File: src/rtl/uart_tx.sv
// UART transmitter: start bit, 8 data bits LSB first, optional parity, 1 stop bit.
// 16x-oversample tick base with the receiver's baud-select encoding.
module uart_tx #(
  parameter bit PARITY_EN  = 1'b0,
  parameter bit PARITY_ODD = 1'b0
) (
  input  logic       clk_i,
  input  logic       rst_n,
  input  logic [2:0] buad_set_i,
  input  logic [7:0] tx_data_i,
  input  logic       tx_start_i,
  output logic       uart_tx_o,
  output logic       tx_busy_o,
  output logic       tx_done_o
);

  typedef enum logic [2:0] {
    S_IDLE,
    S_START,
    S_DATA,
    S_PARITY,
    S_STOP
  } state_t;

  state_t     state_q, state_d;
  logic [8:0] load_q, load_d;
  logic [8:0] div_q, div_d;
  logic [8:0] sel_load;
  logic [3:0] tick_cnt_q, tick_cnt_d;
  logic [2:0] bit_idx_q, bit_idx_d;
  logic [7:0] shift_q, shift_d;
  logic       parity_q, parity_d;
  logic       tx_q, tx_d;
  logic       done_q, done_d;
  logic       tick;
  logic       bit_end;

  // Divider reload values for a 16x tick at 50 MHz.
  always_comb begin
    case (buad_set_i)
      3'd1:    sel_load = 9'd324;
      3'd2:    sel_load = 9'd161;
      3'd3:    sel_load = 9'd80;
      3'd4:    sel_load = 9'd53;
      default: sel_load = 9'd26;
    endcase
  end

  assign tick    = (div_q == 9'd0);
  assign bit_end = tick && (tick_cnt_q == 4'd15);

  always_comb begin
    state_d    = state_q;
    load_d     = load_q;
    div_d      = div_q;
    tick_cnt_d = tick_cnt_q;
    bit_idx_d  = bit_idx_q;
    shift_d    = shift_q;
    parity_d   = parity_q;
    done_d     = 1'b0;

    if (state_q == S_IDLE) begin
      if (tx_start_i) begin
        state_d    = S_START;
        load_d     = sel_load;
        div_d      = sel_load;
        tick_cnt_d = 4'd0;
        bit_idx_d  = 3'd0;
        shift_d    = tx_data_i;
        parity_d   = PARITY_ODD ? ~^tx_data_i : ^tx_data_i;
      end
    end else begin
      if (tick) begin
        div_d      = load_q;
        tick_cnt_d = tick_cnt_q + 4'd1;
      end else begin
        div_d = div_q - 9'd1;
      end

      if (bit_end) begin
        case (state_q)
          S_START: begin
            state_d   = S_DATA;
            bit_idx_d = 3'd0;
          end
          S_DATA: begin
            shift_d   = {1'b0, shift_q[7:1]};
            bit_idx_d = bit_idx_q + 3'd1;
            if (bit_idx_q == 3'd7) begin
              state_d = PARITY_EN ? S_PARITY : S_STOP;
            end
          end
          S_PARITY: state_d = S_STOP;
          S_STOP: begin
            state_d = S_IDLE;
            done_d  = 1'b1;
          end
          default: state_d = S_IDLE;
        endcase
      end
    end

    // Line level follows the next state, so it can only move on a bit boundary.
    case (state_d)
      S_START:  tx_d = 1'b0;
      S_DATA:   tx_d = shift_d[0];
      S_PARITY: tx_d = parity_d;
      default:  tx_d = 1'b1;
    endcase
  end

  always_ff @(posedge clk_i or negedge rst_n) begin
    if (!rst_n) begin
      state_q    <= S_IDLE;
      load_q     <= 9'd0;
      div_q      <= 9'd0;
      tick_cnt_q <= 4'd0;
      bit_idx_q  <= 3'd0;
      shift_q    <= 8'd0;
      parity_q   <= 1'b0;
      tx_q       <= 1'b1;
      done_q     <= 1'b0;
    end else begin
      state_q    <= state_d;
      load_q     <= load_d;
      div_q      <= div_d;
      tick_cnt_q <= tick_cnt_d;
      bit_idx_q  <= bit_idx_d;
      shift_q    <= shift_d;
      parity_q   <= parity_d;
      tx_q       <= tx_d;
      done_q     <= done_d;
    end
  end

  assign uart_tx_o = tx_q;
  assign tx_busy_o = (state_q != S_IDLE);
  assign tx_done_o = done_q;

endmodule

File: config.mk
export PLATFORM = sky130hd
export DESIGN_NAME = uart_tx
export DESIGN_NICKNAME = d
export VERILOG_FILES = /design/src/rtl/uart_tx.sv
export SDC_FILE = /design/constraint.sdc
export NUM_CORES = 1
export LEC_CHECK = 0
export ABC_AREA = 1
export CAP_MARGIN = 20
export CORE_MARGIN = 1.5
export CORE_UTILIZATION = 45
export CTS_CLUSTER_DIAMETER = 40
export DETAILED_ROUTE_END_ITERATION = 7
export GPL_TIMING_DRIVEN = 0
export PLACE_DENSITY = 0.74
export SYNTH_ARGS = -nofsm -noshare
export SYNTH_HDL_FRONTEND = slang
export SYNTH_SLANG_ARGS = --single-unit
File: constraint.sdc
create_clock -name clk_i -period 1.8 [get_ports clk_i]
set_input_delay 0.36 -clock clk_i [delete_from_list [all_inputs] [get_ports clk_i]]
set_output_delay 0.36 -clock clk_i [all_outputs]
set_load 0.02 [all_outputs]
Word level (Yosys, flattened, before mapping)
Index checks and enable logic that the tools add are counted.

cells by class
  add/subtract/negate cells = 3
  reductions and logical operators = 13
  eq/ne operators = 14
  multiplexer cells = 26

operators by type and width
  cell                   count
  $pmux W9 S4            1
  $mux W8                4
  $mux W9                3
  $mux W3                7
  $eq A3 B2 Y1 const B   6
  $mux W4                3
  $eq A3 B1 Y1 const B   3
  $eq A3 B3 Y1 const B   3
  $logic_not A9 Y1       1
  $pmux W3 S3            1
  $sub A9 B1 Y9 const B  1
  $reduce_xor A8 Y1      1
  $pmux W3 S2            1
  $reduce_and A3 Y1      2
  $reduce_bool A2 Y1     3
  $reduce_bool A3 Y1     2
  $mux W1                5
  $add A4 B1 Y4 const B  1
  $eq A4 B4 Y1 const B   1
  $reduce_and A2 Y1      2
  $add A3 B1 Y3 const B  1
  $logic_not A3 Y1       1
  $pmux W1 S3            1
  $ne A2 B2 Y1 const B   1
  $logic_and A1 B1 Y1    1

word-level totals
  input port bits = 14
  output and inout bits = 3
  register bits = 39

Longest topological paths before layout
Gate-level depths: netlist of the first run.

  depth after elaboration = 7
  mapped depth = 12
  depth with buffers taken out = 12

Worst setup path before layout of the first run
Ideal clock, no wire load.

  path type = flip-flop to flip-flop
  from = register div_q[0]
  to = register tick_cnt_q[0]
  library setup time = 0.125 ns
  stages on the path, launching flop included = 11
  slack = 0.135 ns
  buffers on the path = 0
  arrival = 1.540 ns
  cell sequence = dfrtp_1 -> inv_1 -> ha_1 -> inv_1 -> nor2_1 -> nand2_2 -> nor2_8 -> inv_6 -> nor2_8 -> nor2_2 -> mux2_4

between the ends
  longest elaborated chain between the ends = 3

RTL lines
  what                                 RTL line  text
  from (decl)                          27        logic [8:0] div_q, div_d;
  from (signal assigned)               126       div_q <= div_d;
  $logic_not A9 Y1                     49        assign tick = (div_q == 9'd0);
  $reduce_bool A2 Y1 (no source line)  -
  $reduce_and A2 Y1 (no source line)   -
  to (signal assigned)                 127       tick_cnt_q <= tick_cnt_d;
  to (decl)                            29        logic [3:0] tick_cnt_q, tick_cnt_d;

No other way between the ends.
A chain may end at the register's enable or synchronous reset.

Worst setup path in the final report of the first run
  from = register tx_q, in the netlist uart_tx_o
  to = output uart_tx_o

RTL lines
  what                    RTL line  text
  from (decl)             33        logic tx_q, tx_d;
  from (signal assigned)  131       tx_q <= tx_d;
  to (decl)               12        output logic uart_tx_o,

No word-level cell between the ends.

==> impl_summary.txt, run 1 <==
----------------------------------------------------
[Run status]
  Status ... complete, no violations

[Placed design]
  Routability congestion estimate ... 0.837
  Half-perimeter wire length after placement ... 3290 um
  Setup WS pre-CTS ... -83.4 ps
  Dpl cell area ... approximately 0.0024 mm2
  Port buffer count ... 16

[Clock tree]
  Number of H-tree levels ... 2
  Number of buffers on the longest clock path ... 2
  Number of buffers created by CTS ... 5
  Clock slew at reported path FFs ... 80 ps
  Sink count of the clock tree ... 37
  Clock tree from TritonCTS ... yes
  Cell at the root of the clock tree ... sky130_fd_sc_hd__clkbuf_8
  Latest clock arrival within the worst-skew pair ... 280 ps

[Synthesis]
  Number of synthesis warnings ... 0
  Per-instance average area after synthesis ... ~8.4 um2
  Most instantiated flip-flop cell in the synthesis netlist ... sky130_fd_sc_hd__dfrtp_1
  Proportion of synthesized chip area in sequential cells ... 0.422
  Cell area after synthesis ... 0.00220 mm2
  Fraction of registers with async set/reset ... 1.00
  Gate count of the mapped netlist ... 261
  Number of flops mapped to enable cells by yosys ... 0
  Number of distinct library cells after synthesis ... 32
  Post-Synthesis Net Count ... 280
  Flip-flop and latch count after synthesis ... 37

[Global routing]
  Total global-route track usage ... 0.190
  Largest net degree at the start of global routing ... 38
  First-pass GRT wire length ... 7890 um
  GR Overflow Total ... 0
  Antenna violations before repair ... 0
  Number of global-route vias before repair ... 1,718

[Final layout]
  Fraction of layout cells with a size suffix above 1 ... 0.202
  Leading cell type in the layout, fill and taps excluded ... sky130_fd_sc_hd__nand2_1
  Final net count ... 310
  Highest-count cells in the layout ignoring fill and taps ... sky130_fd_sc_hd__nand2_1 (51), sky130_fd_sc_hd__dfrtp_1 (35), sky130_fd_sc_hd__inv_1 (27), sky130_fd_sc_hd__nand3_1 (27), sky130_fd_sc_hd__o21ai_0 (21)
  Antenna Diode Count ... 0
  Post-route design area ... approximately 0.0026 mm2
  Fill cells ... 441
  Layout Area Growth over Synthesis ... 17.8%

[Timing]
  Clock Skews ... 6.80 ps
  Hold violation total from the final report ... 0
  Worst hold margin ... 164 ps
  Final count of negative-setup-slack endpoints ... 0
  Max Transition Viols Final ... 0
  Setup TNS after final layout ... 0 ps
  Minimum period implied by the final worst setup slack ... between 1500 and 2000 ps
  Measured slew at the worst slew-check pin ... between 800 and 900 ps
  Final critical-path setup slack ... 62.1 ps
  Normalized max-slew margin ... 0.454
  Final period utilization ... 0.965
  Max Clock Freq ... 575 MHz

[Run]
  Count of max-cap constraint violations ... 0

[Hold path]
  Type of the most critical hold path ... primary input to asynchronous set/reset pin

[Power]
  Power per cell area ... 575 mW/mm2
  Peak supply drop ... between 0.0003 and 0.0004 V
  Total power consumption of the routed design ... 0.00149 W
  Static leakage ... roughly 1.2 nW

[Die]
  Y dimension of the die ... 72.9 um
  Number of top-level pins ... 17
  Area of the die ... 0.00531 mm2
  Number of placement rows ... 25
  Starting density of the core ... 0.465
  Die X ... 72.9 um
  Core box area ... 0.00472 mm2

[Detailed routing]
  Total wire length after detailed routing ... between 4000 and 5000 um
  Number of vias after detailed routing ... 1,828
  Count of antenna-violating nets left after detailed routing ... 0
  Average wire per standard cell ... 12.8 um
  Ratio of routed vias to standard cells ... 5.09
  Router iterations before antenna repair ... 4
  DRC marker count from the first detailed-route iteration ... 107
  Number of DRC violations after detailed routing ... 0

[Worst setup path]
  Crit-path max cell delay ... 590 ps
  Arr. time, crit path ... ~1400 ps
  Kind of capture point of the worst setup path ... output pin
  Worst setup path startpoint ... uart_tx_o
  Crit path kind ... flip-flop to output pin
  Worst Path Required ... approximately 1400 ps
  Buf+Inv Stages, Crit Path ... 1
  Kind of launch point of the worst setup path ... flip-flop
  Cell type group with the largest total delay on the critical path ... buffers and inverters
  Chain of cells forming the critical path ... clkdlybuf4s50_1
  Cell type of the slowest stage on the worst timing path ... sky130_fd_sc_hd__clkdlybuf4s50_1
  Biggest fanout along the worst timing path ... 1
  Startpoint of the most critical register-to-register path ... div_q[0]

----------------------------------------------------
where the power goes:
part / switching [W] / internal [W] / total, W
registers: 0 / 0.000831 / 0.000831
logic: 0.0000479 / 0.0000445 / 0.0000924
clock network: 0.000297 / 0.000267 / 0.000564
total: 0.000345 / 0.00114 / 0.00149
cell type report:
cell class                 instances  area, um2  share of cell area
buffer                             4       37.5              0.0145
tap                               67       83.8              0.0324
multi-input combinational        186       1110               0.430
inverter                          34        135              0.0522
timing repair buffer              23        203              0.0783
clock buffer                       5       68.8              0.0266
clock inverter                     3       17.5             0.00677
sequential                        37        928               0.359
final timing paths:
kind | end | slack, ps | cells past startpoint
min in group clk_i | shift_q[7] | 480 | 2
setup reg to reg | tick_cnt_q[0] | 60 | 10
setup / recovery | uart_tx_o | 60 | 1
max in group asynchronous | state_q[0] | 1070 | 1
hold reg to reg | shift_q[7] | 480 | 2
hold / removal | load_q[7] | 160 | 1
state kept, by name, indices dropped and copies added (netlist names):
signal / count
tick_cnt_q: 4
parity_q: 1
tx_done_o: 1
bit_idx_q: 3
state_q: 3
load_q: 7
div_q: 9
shift_q: 8
uart_tx_o: 1
synth_stat cells (4+ instances only):
cell / n / area [um2]
sky130_fd_sc_hd__nand2_1: 54 / 203
sky130_fd_sc_hd__dfrtp_1: 36 / 901
sky130_fd_sc_hd__inv_1: 29 / 109
sky130_fd_sc_hd__nand3_1: 27 / 135
sky130_fd_sc_hd__o21ai_0: 21 / 105
sky130_fd_sc_hd__nor2_1: 16 / 60.1
sky130_fd_sc_hd__a21oi_1: 9 / 45.0
sky130_fd_sc_hd__o211ai_1: 8 / 60.1
sky130_fd_sc_hd__nand2_2: 7 / 43.8
sky130_fd_sc_hd__xnor2_1: 7 / 61.3
sky130_fd_sc_hd__xor2_1: 6 / 52.6
sky130_fd_sc_hd__ha_1: 5 / 62.6
sky130_fd_sc_hd__nor2_4: 4 / 45.0
per-layer routing:
layer / GRT usage / vias to the layer above / share of wire
li1: - / 915 / -
met1: 0.267 / 854 / 0.48
met2: 0.309 / 55 / 0.47
met3: 0.0373 / 4 / 0.048
met4: 0.0377 / 0 / 0.010
met5: 0 / - / 0
repair_timing:
action / in CTS / in global routing
buffers inserted: 1 / 6
pin swaps: 1 / 2
setup endpoints to repair: 11 / 15
hold buffers: 0 / 0
gates resized for setup: 4 / 9
through the flow:
stage | util | instances
after floorplan | - | 261
after global placement | 0.517 | 344
final | 0.548 | 359
after detailed placement | 0.515 | 344
after global routing | 0.548 | 359
after CTS | 0.536 | 353
worst register-to-register path: stages, from the launching register on:
cell                      delay (ps)
sky130_fd_sc_hd__dfrtp_1         400
sky130_fd_sc_hd__inv_2           100
sky130_fd_sc_hd__ha_2            180
sky130_fd_sc_hd__inv_1            50
sky130_fd_sc_hd__nor2_2          120
sky130_fd_sc_hd__nand2_2         110
sky130_fd_sc_hd__nor2_8          160
sky130_fd_sc_hd__inv_6            70
sky130_fd_sc_hd__nor2_8          110
sky130_fd_sc_hd__nor2_2           70
sky130_fd_sc_hd__mux2_4          250
kinds of logic after synthesis:
logic type,Yosys count,share of synthesized area
buffers and inverters,38,0.0786
muxes,1,0.00684
adders and majority gates,5,0.0285
DFF,37,0.422
and+or+nand+nor,125,0.305
AOI/OAI and AO/OA,42,0.107
xor gates and xnor gates,13,0.0519
(Power assumes the default switching activity.)
==> run 2, diff against run 1 <==
CORE_UTILIZATION = 50   (was 45)
PLACE_DENSITY = 0.8   (was 0.74)
==> impl_summary.txt, run 2 (same netlist as run 1, synthesis figures left out) <==
----------------------------------------------------
[Die]
  Number of top-level pins ... 17 (unchanged)
  Number of placement rows ... 23 (-8.0%)
  Core box area ... 0.00412 mm2 (-13%)
  Die X ... 69.3 um (-4.9%)
  Starting density of the core ... 0.534 (+0.0687)
  Area of the die ... 0.00480 mm2 (-9.6%)
  Y dimension of the die ... 69.3 um (-4.9%)

[Worst setup path]
  Kind of capture point of the worst setup path ... output pin
  Crit path kind ... flip-flop to output pin
  Kind of launch point of the worst setup path ... flip-flop
  Arr. time, crit path ... 1390 ps (about the same)
  Worst Path Required ... 1440 ps (about the same)
  Crit-path max cell delay ... 590 ps (about the same)
  Chain of cells forming the critical path ... clkdlybuf4s50_1
  Buf+Inv Stages, Crit Path ... 1 (unchanged)
  Cell type of the slowest stage on the worst timing path ... sky130_fd_sc_hd__clkdlybuf4s50_1
  Cell type group with the largest total delay on the critical path ... buffers and inverters
  Biggest fanout along the worst timing path ... 1 (unchanged)

[Final layout]
  Max FFs per register ... 9 (unchanged)
  Fill cells ... 352 (-20%)
  Fraction of layout cells with a size suffix above 1 ... 0.190 (-0.0117)
  Top reg by flops ... div_q
  Non-filler cells, final ... 339 (-5.6%)
  Antenna Diode Count ... 0 (unchanged)
  Post-route design area ... 0.00255 mm2 (-1.3%)
  Top flop regs ... div_q x9, shift_q x8, load_q x7
  Register area ... 928 um2 (unchanged)
  Final net count ... 307 (-0.97%)
  Leading cell type in the layout, fill and taps excluded ... sky130_fd_sc_hd__nand2_1
  Layout Area Growth over Synthesis ... 16.3%
  Highest-count cells in the layout ignoring fill and taps ... sky130_fd_sc_hd__nand2_1 (50), sky130_fd_sc_hd__dfrtp_1 (35), sky130_fd_sc_hd__inv_1 (27), sky130_fd_sc_hd__nand3_1 (27), sky130_fd_sc_hd__o21ai_0 (20)
  Combined area of the multi-input logic cells ... 0.00112 mm2 (+0.22%)

[Detailed routing]
  Routed wire length on met3 ... 163 um (-26%)
  Count of antenna-violating nets left after detailed routing ... 0 (unchanged)
  Met1 routed wirelength after detailed routing ... 2180 um (-0.50%)
  Average wire per standard cell ... 13.4 um (+5.0%)
  Highest signal layer in the routed design ... met4
  Ratio of routed vias to standard cells ... 5.35 (+5.0%)
  DRC marker count from the first detailed-route iteration ... 156 (+46%)
  Router iterations before antenna repair ... 4 (unchanged)
  Number of DRC violations after detailed routing ... 0 (unchanged)
  Number of vias after detailed routing ... 1,813 (-0.82%)
  Total wire length after detailed routing ... 4560 um (-0.81%)
  Routed wl met2 ... 2120 um (-0.98%)

[Timing]
  RSZ-0062 raised after global routing ... true
  Normalized max-slew margin ... 0.459 (+0.00445)
  Final critical-path setup slack ... 45.1 ps (-17.0 ps)
  Final period utilization ... 0.975 (+0.00947)
  Minimum period implied by the final worst setup slack ... 1750 ps (+17.0 ps)
  Measured slew at the worst slew-check pin ... 812 ps (-6.67 ps)
  Final count of negative-setup-slack endpoints ... 0 (unchanged)
  Max Clock Freq ... 570 MHz (-0.97%)
  Clock Skews ... 7.10 ps (+0.303 ps)
  Max Transition Viols Final ... 0 (unchanged)
  Worst hold margin ... 151 ps (-12.4 ps)
  Hold violation total from the final report ... 0 (unchanged)

[Power]
  Peak supply drop ... 0.000422 V (+8.3%)
  Combinational group share of total power ... 0.062 (about the same)
  Static leakage ... 1.18 nW (-0.91%)
  Internal Pwr Total ... 0.00119 W (+4.0%)
  Relative contribution of the clock network to total power ... 0.395 (+0.016)
  Power per cell area ... 600 mW/mm2 (+4.3%)
  NetSw ... 0.000343 W (-0.55%)
  Fraction of power spent switching nets ... 0.224 (-0.00784)
  Reg power frac ... 0.543 (-0.015)

[Global routing]
  GR Overflow Total ... 0 (unchanged)
  First-pass GRT wire length ... 8220 um (+4.2%)
  Largest net degree at the start of global routing ... 38 (unchanged)
  Total global-route track usage ... 0.214 (+0.0235)
  Number of global-route vias before repair ... 1,795 (+4.5%)
  Antenna violations before repair ... 0 (unchanged)

[Placed design]
  Half-perimeter wire length after placement ... 3260 um (-0.86%)
  Routability congestion estimate ... 0.833 (-0.50%)
  Setup WS pre-CTS ... -83.6 ps (-0.192 ps)
  Port buffer count ... 16 (unchanged)
  Placed instance count ... 327 (-4.9%)
  Dpl cell area ... 0.00241 mm2 (-0.87%)

[Clock tree]
  Latest clock arrival within the worst-skew pair ... 300 ps (+20 ps)
  Number of buffers created by CTS ... 5 (unchanged)
  Number of buffers on the longest clock path ... 2 (unchanged)
  Sink count of the clock tree ... 37 (unchanged)
  CTS hold repair buffers ... 0 (unchanged)
  Clock tree from TritonCTS ... yes
  Cell at the root of the clock tree ... sky130_fd_sc_hd__clkbuf_8
  Clock slew at reported path FFs ... 70 ps (about the same)
  Number of H-tree levels ... 2 (unchanged)

[Run]
  Count of max-cap constraint violations ... 0 (unchanged)

[Run status]
  Status ... complete, no violations

[Hold path]
  Type of the most critical hold path ... primary input to asynchronous set/reset pin

----------------------------------------------------
## run 2: power groups by stage
stage	logic, W	clock network (W)	registers [W]
detailed placement	0.0000960	0	0.000847
global placement	0.0000956	0	0.000847
finish	0.0000947	0.000605	0.000831
CTS	0.0000963	0.000614	0.000831
floorplan	0.0000390	0	0.000847
global route	0.000109	0.000650	0.000830
## run 2: area by class of cell
type                       instances  area share
inverter                          34      0.0529
tap                               50      0.0245
multi-input combinational        186       0.437
sequential                        37       0.364
buffer                             4      0.0147
clock buffer                       8      0.0353
timing repair buffer              20      0.0720
## run 2: timing repair
| item | CTS | global route |
|---|---|---|
| pin swaps | 1 | 2 |
| buffers inserted | 1 | 3 |
| setup endpoints to repair | 11 | 16 |
| resized for setup | 5 | 11 |
## run 2: worst paths after layout
check                      startpoint  slack [ps]       endpoint  cells after the start
setup / recovery            uart_tx_o          50      uart_tx_o                      1
hold / removal                  rst_n         150      load_q[6]                      1
setup reg to reg             div_q[0]          70  tick_cnt_q[0]                     10
hold reg to reg            shift_q[1]         480     shift_q[1]                      2
max in group asynchronous       rst_n        1080     state_q[2]                      1
min in group clk_i         shift_q[1]         480     shift_q[1]                      2
## run 2: per-layer routing
metal,vias up,GRT usage
met1,858,0.298
li1,909,-
met2,36,0.328
met5,-,0
met3,10,0.0378
met4,0,0.0915
## run 2: through the flow
stage	total power (W)	utilization	setup TNS [ps]
CTS	0.00154	0.609	0
global placement	0.000943	0.588	-18250
detailed placement	0.000943	0.587	-495
global route	0.00159	0.621	-35.1
floorplan	0.000886	-	0
finish	0.00153	0.621	0
==> run 3, diff against run 2 <==
CAP_MARGIN = not set   (was 20)
CORE_MARGIN = not set   (was 1.5)
==> impl_summary.txt, run 3 (same netlist as run 1, synthesis figures left out) <==
----------------------------------------------------
[Run status]
  Status ... complete, no violations

[Detailed routing]
  Number of vias after detailed routing ... 1,873 (+3.3%)
  Count of antenna-violating nets left after detailed routing ... 0 (unchanged)
  Total wire length after detailed routing ... 4780 um (+5.0%)
  Router iterations before antenna repair ... 5 (+1)
  DRC marker count from the first detailed-route iteration ... 242 (+55%)
  Average wire per standard cell ... 13.9 um (+3.4%)
  Ratio of routed vias to standard cells ... 5.44 (+1.8%)
  Number of DRC violations after detailed routing ... 0 (unchanged)

[Worst setup path]
  Startpoint of the most critical register-to-register path ... div_q[0]
  Endpoint of the worst register-to-register path ... tick_cnt_q[0]
  Crit-path max cell delay ... 590 ps (about the same)
  Arr. time, crit path ... 1390 ps (about the same)
  Kind of capture point of the worst setup path ... output pin
  Biggest fanout along the worst timing path ... 1 (unchanged)
  Cell type of the slowest stage on the worst timing path ... sky130_fd_sc_hd__clkdlybuf4s50_1
  Buf+Inv Stages, Crit Path ... 1 (unchanged)
  Crit path kind ... flip-flop to output pin
  Slack of the worst reg-to-reg path ... 70 ps (about the same)
  Cell type group with the largest total delay on the critical path ... buffers and inverters
  Kind of launch point of the worst setup path ... flip-flop
  Worst-case reg-to-reg path depth ... 10 (unchanged)
  Worst Path Required ... 1440 ps (about the same)
  Chain of cells forming the critical path ... clkdlybuf4s50_1

[Power]
  Power per cell area ... 605 mW/mm2 (+0.89%)
  Static leakage ... 1.21 nW (+3.2%)
  Combinational group share of total power ... 0.061 (about the same)
  Internal Pwr Total ... 0.00122 W (+2.8%)
  NetSw ... 0.000350 W (+2.1%)
  Peak supply drop ... 0.000373 V (-12%)
  Relative contribution of the clock network to total power ... 0.411 (+0.016)
  Fraction of power spent switching nets ... 0.223 (-0.00131)
  Reg power frac ... 0.528 (-0.015)

[Global routing]
  Number of global-route vias before repair ... 1,773 (-1.2%)
  Largest net degree at the start of global routing ... 38 (unchanged)
  Total global-route track usage ... 0.232 (+0.0181)
  First-pass GRT wire length ... 7980 um (-3.0%)
  Antenna violations before repair ... 0 (unchanged)
  GR Overflow Total ... 0 (unchanged)

[Final layout]
  Final net count ... 312 (+1.6%)
  Fraction of the core area covered by cells at the end of the flow ... 0.631 (+0.0109)
  Non-filler cells, final ... 344 (+1.5%)
  Max FFs per register ... 9 (unchanged)
  Top reg by flops ... div_q
  Leading cell type in the layout, fill and taps excluded ... sky130_fd_sc_hd__nand2_1
  Antenna Diode Count ... 0 (unchanged)
  Top flop regs ... div_q x9, shift_q x8, load_q x7
  Layout Area Growth over Synthesis ... 18.3%
  Fraction of layout cells with a size suffix above 1 ... 0.201 (+0.0104)
  Highest-count cells in the layout ignoring fill and taps ... sky130_fd_sc_hd__nand2_1 (53), sky130_fd_sc_hd__dfrtp_1 (35), sky130_fd_sc_hd__inv_1 (27)
  Fill cells ... 323 (-8.2%)

[Placed design]
  Placed instance count ... 327 (unchanged)
  Setup WS pre-CTS ... -130 ps (-46.8 ps)
  Port buffer count ... 16 (unchanged)
  Half-perimeter wire length after placement ... 3290 um (+0.97%)
  Routability congestion estimate ... 0.835 (+0.29%)

[Clock tree]
  Latest clock arrival within the worst-skew pair ... 290 ps (about the same)
  Clock slew at reported path FFs ... 80 ps (about the same)
  CTS hold repair buffers ... 0 (unchanged)
  Clock tree from TritonCTS ... yes
  Cell at the root of the clock tree ... sky130_fd_sc_hd__clkbuf_8
  Number of buffers created by CTS ... 5 (unchanged)
  Number of H-tree levels ... 2 (unchanged)
  Number of buffers on the longest clock path ... 2 (unchanged)
  Sink count of the clock tree ... 37 (unchanged)

[Die]
  Number of placement rows ... 23 (unchanged)
  Y dimension of the die ... 68.3 um (-1.4%)
  Area of the die ... 0.00466 mm2 (-2.9%)
  Number of top-level pins ... 17 (unchanged)
  Starting density of the core ... 0.534 (unchanged)
  Core box area ... 0.00412 mm2 (unchanged)
  Die X ... 68.3 um (-1.4%)

[Timing]
  Measured slew at the worst slew-check pin ... 839 ps (+27.9 ps)
  Max Transition Viols Final ... 0 (unchanged)
  Final critical-path setup slack ... 49.3 ps (+4.22 ps)
  Final count of negative-setup-slack endpoints ... 0 (unchanged)
  Clock Skews ... 8.02 ps (+0.920 ps)
  Minimum period implied by the final worst setup slack ... 1750 ps (-4.22 ps)
  Final period utilization ... 0.973 (-0.00234)
  Hold violation total from the final report ... 0 (unchanged)
  Max Clock Freq ... 571 MHz (+0.24%)
  Setup TNS after final layout ... 0 ps (unchanged)
  Normalized max-slew margin ... 0.440 (-0.0186)
  RSZ-0062 raised after global routing ... true

[Run]
  Count of max-cap constraint violations ... 0 (unchanged)

[Hold path]
  Type of the most critical hold path ... primary input to asynchronous set/reset pin

----------------------------------------------------
run 3: cell count changes in the layout (fill, tap and decap cells not counted), moves of 2 or more:
| cell | previous run | this run |
|---|---|---|
| sky130_fd_sc_hd__buf_4 | 5 | 11 |
| sky130_fd_sc_hd__clkbuf_1 | 2 | 0 |
| sky130_fd_sc_hd__nand2_1 | 50 | 53 |
| sky130_fd_sc_hd__nand2_2 | 10 | 7 |
run 3: routing by layer:
layer  vias up  GRT usage  routed length [um]
li1        921          -                   -
met1       862      0.312                2200
met2        75      0.369                2210
met3        15     0.0433                 247
met4         0     0.0833                 118
met5         -          0                   0
run 3: timing repair:
| item | CTS | global route |
|---|---|---|
| cloned | 0 | 0 |
| gates resized for setup | 5 | 7 |
| buffers inserted | 2 | 7 |
| endpoints found under the setup margin | 18 | 20 |
| pin swaps | 1 | 2 |
run 3: area by class of cell:
| cell class | instances | area [um2] | area share |
|---|---|---|---|
| Clock buffer | 7 | 96.3 | 0.0371 |
| Sequential cell | 37 | 928 | 0.357 |
| Tap cell | 50 | 62.6 | 0.0241 |
| Clock inverter | 1 | 5.00 | 0.00193 |
| Buffer | 4 | 37.5 | 0.0144 |
| Multi-Input combinational cell | 186 | 1120 | 0.429 |
| Inverter | 34 | 135 | 0.0520 |
| Timing Repair Buffer | 25 | 218 | 0.0838 |
run 3: how the worst max path moves through the flow:
stage,cells past startpoint,startpoint,slack (ps),endpoint
floorplan,10,div_q[0],130,tick_cnt_q[0]
global placement,1,rst_n,-500,bit_idx_q[1]
detailed placement,10,div_q[0],-130,tick_cnt_q[0]
CTS,5,state_q[0],9,tx_busy_o
global route,10,div_q[0],-20,div_q[5]
finish,1,uart_tx_o,50,uart_tx_o
run 3: power groups by stage:
stage	combinational (W)	clock, W	sequential, W
detailed placement	0.0000955	0	0.000847
global placement	0.0000955	0	0.000847
floorplan	0.0000390	0	0.000847
global route	0.000109	0.000689	0.000830
CTS	0.0000960	0.000653	0.000831
finish	0.0000956	0.000646	0.000831
run 3: metrics by stage:
stage	area, um2	total power [W]	hold slack (ps)
6_report	2600	0.00157	172
5_1_grt	2600	0.00163	238
4_1_cts	2530	0.00158	198
3_5_place_dp	2410	0.000943	473
3_3_place_gp	2420	0.000943	456
2_1_floorplan	2200	0.000886	64.4
